**src/rtl/alu_share_arbiter.sv**
```systemverilog
// Round-robin arbiter sharing one Y86-64 ALU (ADD/SUB/AND/XOR) between two requesters.
// Result and {ZF,SF,OF} are registered and held until the consumer accepts them.
module alu_share_arbiter #(
    parameter int W = 64
) (
    input  logic         clk,
    input  logic         rst,
    input  logic [1:0]   req_valid,
    output logic [1:0]   req_ready,
    input  logic [1:0]   req0_fun,
    input  logic [W-1:0] req0_a,
    input  logic [W-1:0] req0_b,
    input  logic [1:0]   req1_fun,
    input  logic [W-1:0] req1_a,
    input  logic [W-1:0] req1_b,
    output logic         rsp_valid,
    input  logic         rsp_ready,
    output logic         rsp_id,
    output logic [W-1:0] rsp_data,
    output logic [2:0]   rsp_cc
);

    typedef enum logic [1:0] {
        IDLE,
        EXEC,
        RESP
    } state_t;

    state_t       state;
    logic         rr_last;
    logic         op_id;
    logic [1:0]   op_fun;
    logic [W-1:0] op_a;
    logic [W-1:0] op_b;
    logic [1:0]   grant;
    logic [W-1:0] res;
    logic         of;
    logic [W-1:0] sum;
    logic [W-1:0] dif;
    logic [2:0]   cc;

    always_comb begin
        grant = 2'b00;
        if (state == IDLE) begin
            case (req_valid)
                2'b01:   grant = 2'b01;
                2'b10:   grant = 2'b10;
                2'b11:   grant = rr_last ? 2'b01 : 2'b10;
                default: grant = 2'b00;
            endcase
        end
    end

    assign req_ready = rst ? 2'b00 : grant;

    // SUB is b-a to match Y86 subq
    assign sum = op_a + op_b;
    assign dif = op_b - op_a;

    always_comb begin
        res = sum;
        of  = 1'b0;
        case (op_fun)
            2'd0: begin
                res = sum;
                of  = (op_a[W-1] == op_b[W-1]) && (sum[W-1] != op_a[W-1]);
            end
            2'd1: begin
                res = dif;
                of  = (op_a[W-1] != op_b[W-1]) && (dif[W-1] != op_b[W-1]);
            end
            2'd2: res = op_a & op_b;
            default: res = op_a ^ op_b;
        endcase
    end

    assign cc = {(res == '0), res[W-1], of};

    always_ff @(posedge clk or posedge rst) begin
        if (rst) begin
            state     <= IDLE;
            rr_last   <= 1'b1;
            op_id     <= 1'b0;
            op_fun    <= 2'd0;
            op_a      <= '0;
            op_b      <= '0;
            rsp_valid <= 1'b0;
            rsp_id    <= 1'b0;
            rsp_data  <= '0;
            rsp_cc    <= 3'b000;
        end else begin
            case (state)
                IDLE: begin
                    if (grant != 2'b00) begin
                        op_id   <= grant[1];
                        rr_last <= grant[1];
                        op_fun  <= grant[1] ? req1_fun : req0_fun;
                        op_a    <= grant[1] ? req1_a : req0_a;
                        op_b    <= grant[1] ? req1_b : req0_b;
                        state   <= EXEC;
                    end
                end
                EXEC: begin
                    rsp_data  <= res;
                    rsp_cc    <= cc;
                    rsp_id    <= op_id;
                    rsp_valid <= 1'b1;
                    state     <= RESP;
                end
                RESP: begin
                    if (rsp_ready) begin
                        rsp_valid <= 1'b0;
                        state     <= IDLE;
                    end
                end
                default: state <= IDLE;
            endcase
        end
    end

endmodule

```
**config.mk**
```make
export PLATFORM = sky130hd
export DESIGN_NAME = alu_share_arbiter
export DESIGN_NICKNAME = d
export VERILOG_FILES = /design/src/rtl/alu_share_arbiter.sv
export SDC_FILE = /design/constraint.sdc
export NUM_CORES = 1
export LEC_CHECK = 0
export BUFFER_PORTS_ARGS = -buffer_cell sky130_fd_sc_hd__buf_2
export CORE_UTILIZATION = 50
export DETAILED_ROUTE_END_ITERATION = 8
export PLACE_DENSITY = 0.72
export SKIP_CTS_REPAIR_TIMING = 1
export SLEW_MARGIN = 5
export SYNTH_ARGS = -nofsm -noshare
export SYNTH_HDL_FRONTEND = slang
export SYNTH_SLANG_ARGS = --single-unit
```
**constraint.sdc**
```tcl
create_clock -name clk -period 7.4 [get_ports clk]
set_input_delay 0.74 -clock clk [delete_from_list [all_inputs] [get_ports clk]]
set_output_delay 0.74 -clock clk [all_outputs]
set_load 0.02 [all_outputs]
```
==> Yosys cells after proc, flatten, opt, wreduce, memory -nomap -nowiden <==
Index checks and enable logic that the tools add are counted.
{ "word_totals": {"reg_bits": 203, "out_inout_bits": 71, "elab_cells": 51} }
{ "op_classes": {"addsub": 2, "eq_ne": 13, "mux": 14, "n_bitwise": 2, "n_reduce_logical": 10} }
{ "op_table": {"columns": ["op", "count"], "rows": [
  ["$pmux W64 S3", 1],
  ["$mux W64", 2],
  ["$add A64 B64 Y64", 1],
  ["$and A64 B64 Y64", 1],
  ["$logic_not A64 Y1", 1],
  ["$sub A64 B64 Y64", 1],
  ["$xor A64 B64 Y64", 1],
  ["$mux W2", 6],
  ["$pmux W2 S3", 2],
  ["$eq A2 B2 Y1 const B", 4],
  ["$eq A2 B1 Y1 const B", 3],
  ["$reduce_and A2 Y1", 3],
  ["$logic_not A2 Y1", 2],
  ["$pmux W1 S2", 2],
  ["$reduce_bool A2 Y1", 2],
  ["$ne A1 B1 Y1", 3],
  ["$logic_and A1 B1 Y1", 2],
  ["$ne A2 B1 Y1 const B", 1],
  ["$ne A2 B2 Y1 const B", 1],
  ["$eq A1 B1 Y1", 1],
  ["$mux W1", 1]
]} }

==> Logic depth before layout (Yosys ltp) <==
{ "depth": {"ltp_word": 6, "depth_mapped": 18, "depth_no_buf": 16} }

==> Least setup slack after synthesis <==
Ideal clock, no wire load.
{ "synth_path": {"kind": "reg-to-reg", "startpoint": "register op_a[0]", "endpoint": "register rsp_cc[2]", "setup_ps": 64, "arrival_ps": 3790, "t_required_ps": 7336, "path_slack_ps": 3545, "stages_incl_launch_ff": 18, "path_buffers": 1, "synth_period_minus_slack_ps": 3855, "path_cell_list": "dfrtp_1 ha_1 inv_1 fa_1 o21ba_2 or4_1 a21oi_1 o311ai_1 o211ai_1 or2_1 buf_2 nor3_1 nor4b_2 nand4_1 a2111oi_2 nand4_1 nor4_1 a21o_1"} }
{ "synth_between": {"elab_chain_len": 3, "word_cells_on_any_way": 6, "classes_between": "add/sub: 2; mux: 1; bitwise: 2; reduce/logical: 1"} }
{ "synth_lines": {"columns": ["item", "line_no", "rtl"], "rows": [
  ["start, declared", "33", "logic [W-1:0] op_a;"],
  ["start signal, assigned", "98", "op_a <= grant[1] ? req1_a : req0_a;"],
  ["$sub A64 B64 Y64, or another cell as far along", "58", "assign dif = op_b - op_a;"],
  ["$pmux W64 S3 (*)", "63", "case (op_fun)"],
  ["$logic_not A64 Y1 (*)", "77", "assign cc = {(res == '0), res[W-1], of};"],
  ["end signal, assigned", "90", "rsp_cc <= 3'b000;"],
  ["end signal, assigned", "105", "rsp_cc <= cc;"],
  ["end, declared", "20", "output logic [2:0] rsp_cc"]
]} }
Every way passes the cells marked *; elsewhere a longest branch is shown, timed or not.
A chain may end at the register's enable or synchronous reset.

==> Worst setup path in the final report <==
{ "layout_path": {"startpoint": "register op_a[2]", "endpoint": "register rsp_cc[2]"} }
The elaborated chain is that of the path after synthesis.

==> impl_metrics.py <==
metrics = {
    "run_status": {
        "outcome": "completed",
    },
    "detailed_routing": {
        "drt_first_pass_iters": 6,
        "routed_wl_mm": 76.4,
        "via_count": 21100,
        "ant_nets": 0,
        "avgRoutedWirePerCell_um": 23.2,
        "drt_iter0_markers": 2183,
        "drc": 0,
        "routed_via_density": 6.42,
    },
    "global_route": {
        "grt_pass1_wl_mm": 115,
        "grt_pass1_vias": 19600,
        "grt.total_usage": 0.380,
        "grt_max_degree": 101,
        "gr-total-overflow": 0,
        "antenna_found_initial": 0,
    },
    "timing": {
        "tns_ns": 0,
        "hold_viol_final": 0,
        "skew_ns": 0.0258,
        "setup_violations": 0,
        "fin_crit_sh": 0.727,
        "max_freq_mhz": 186,
        "slew_viol_final": 0,
        "slew_headroom": 0.190,
        "rsz0062_at_grt": "false",
        "tightest_slew_ns": 1.20,
        "layout_min_cycle_time_ns": 5.38,
    },
    "clocking": {
        "cts_buffer_depth": 3,
        "cts_buffers": 26,
        "clock_sinks": 202,
        "htreeDepth": 1,
        "insertion_delay_ns": 0.58,
        "cts_tree": "done",
        "clk_pin_slew_ns": 0.06,
        "ctsRootBufferMaster": "clkbuf_16",
    },
    "die": {
        "die_y_um": 199,
        "fp.coreArea_mm2": 0.0379,
        "die_area_mm2": 0.0396,
        "row_count": 71,
        "initial_utilization": 0.511,
        "io_pins": 336,
        "die_w_um": 199,
    },
    "final_layout": {
        "layout_common_cells": "buf_2 (335), a21oi_1 (311), nor2_1 (277), nand2_1 (229), dfrtp_1 (199)",
        "drive_gt1_frac": 0.162,
        "design_area_mm2": 0.0221,
        "nets": 3154,
        "area_delta_synth_final_pct": 14.2,
        "final_common_cell": "buf_2",
    },
    "worst_setup_path": {
        "crit_type": "flip-flop to flip-flop",
        "end_kind": "flip-flop",
        "crit_fanout": 11,
        "worstPathRequired_ns": 7.90,
        "crit_path_start_kind": "flip-flop",
        "r2r_cells": 15,
        "critPathArrivalTime_ns": 5.88,
    },
    "logic_synthesis": {
        "synth_area_leaders": "dfrtp_1 (26%), ha_1 (8.3%), mux2i_1 (8.2%), a21oi_1 (8.0%), nor2_1 (5.4%)",
        "avgSynthCellArea_um2": 7.61,
        "ys_seq_area_frac": 0.261,
        "synth_flop_cell": "dfrtp_1",
        "post-synth-top-area-cell": "dfrtp_1",
        "syn-instance-count": 2546,
        "ys_warn_count": 0,
        "ys_types": 93,
        "syn-num-nets": 2941,
        "synth_area_mm2": 0.0194,
        "synth_edf_count": 0,
        "netlist.area_leader.share": 0.259,
        "ys_seq_elements": 202,
        "async_flop_share": 1.00,
    },
    "hold_path": {
        "min_path_type": "primary input to asynchronous set/reset pin",
    },
    "placement": {
        "place_area_mm2": 0.0212,
        "globalplace.congestion": 1.06,
        "port-buffer-count": 335,
        "hpwl_mm": 58.2,
    },
    "flow_run": {
        "cap_viol_max_count": 0,
    },
}
sequential cells by signal, summed over array words and instances (netlist names), 2 cells and up:
| signal | cells |
|---|---|
| op_a | 64 |
| rsp_cc | 3 |
| op_b | 64 |
| state | 2 |
| rsp_data | 63 |
| op_fun | 2 |
worst max-delay path, stage by stage, from the launching register on:
cell and delay, ns:
dfrtp_1 0.38, inv_1 0.07, ha_1 0.48, o211ai_1 0.15
a21oi_1 0.36, a2bb2oi_1 0.55, a21o_1 0.33, a211oi_2 0.22
o21ai_1 0.75, a211oi_1 0.34, o31ai_1 0.61, o32ai_1 0.15
a211oi_1 0.33, nand2_1 0.17, nor4_1 0.29, a21o_1 0.11
final cells by class:
class	instances	area (um2)
multi-input combinational	2032	13200
clock buffer	34	691
inverter	141	537
sequential	202	5060
clock inverter	13	216
fill	3562	15800
antenna	2	5.00
timing repair buffer	356	1850
tap	511	639
cell usage after synthesis (10+ instances only):
| cell type | number |
|---|---|
| a21oi_1 | 311 |
| nor2_1 | 278 |
| nand2_1 | 229 |
| dfrtp_1 | 201 |
| o21ai_0 | 170 |
| mux2i_1 | 159 |
| inv_1 | 137 |
| clkbuf_1 | 129 |
| ha_1 | 128 |
| nand4_1 | 58 |
| nor3_1 | 57 |
| nand3_1 | 49 |
| xnor2_1 | 48 |
| o31ai_1 | 44 |
| nor4_1 | 41 |
| o211ai_1 | 36 |
| a211oi_1 | 27 |
| a21o_1 | 27 |
| buf_1 | 23 |
| nor2b_1 | 22 |
| o21bai_1 | 22 |
| or3_1 | 21 |
| nand2b_1 | 18 |
| a31oi_1 | 16 |
| and2_1 | 16 |
| buf_2 | 16 |
| and3_1 | 14 |
| o21a_1 | 13 |
| mux2_2 | 11 |
| a221oi_1 | 10 |
per-stage QoR:
stage	setup slack (ns)	utilization	hold slack [ns]	std cells
6_report	2.02	0.584	0.297	3291
2_1_floorplan	1.15	-	0.439	2546
3_3_place_gp	2.34	0.560	0.447	3242
4_1_cts	2.14	0.584	0.293	3289
5_1_grt	1.82	0.584	0.355	3289
3_5_place_dp	2.24	0.560	0.466	3242
kinds of logic (layout without fill, tap and decap cells):
group,Yosys count,in the layout,share of synthesized area
and+or+nand+nor,844,844,0.204
buffers and inverters,312,544,0.0622
xor gates and xnor gates,53,53,0.0239
DFF,202,202,0.261
AOI/OAI and AO/OA,834,834,0.274
adders and majority gates,130,130,0.0847
muxes,171,171,0.0896
other,0,2,0
per-layer routing:
metal | up-vias | GRT usage | routed length [um]
li1 | 9731 | - | -
met2 | 1159 | 0.611 | 34900
met5 | - | 0 | 0
met4 | 0 | 0.168 | 3600
met1 | 10000 | 0.510 | 31900
met3 | 210 | 0.0463 | 6030
path summary, 6_finish.rpt:
check | startpoint | to | slack (ns)
worst max-delay path | op_a[2] | rsp_cc[2] | 2.02
worst min register to register | rsp_data[53] | rsp_data[53] | 0.47
min in group clk | rsp_ready | state[1] | 0.41
max in group asynchronous | rst | op_a[31] | 5.83
worst max register to register | op_a[2] | rsp_cc[2] | 2.02
worst min-delay path | rst | op_id | 0.30
Power is not shown: default switching activity piles up to over one toggle a cycle in this logic, so the estimate is an artifact.
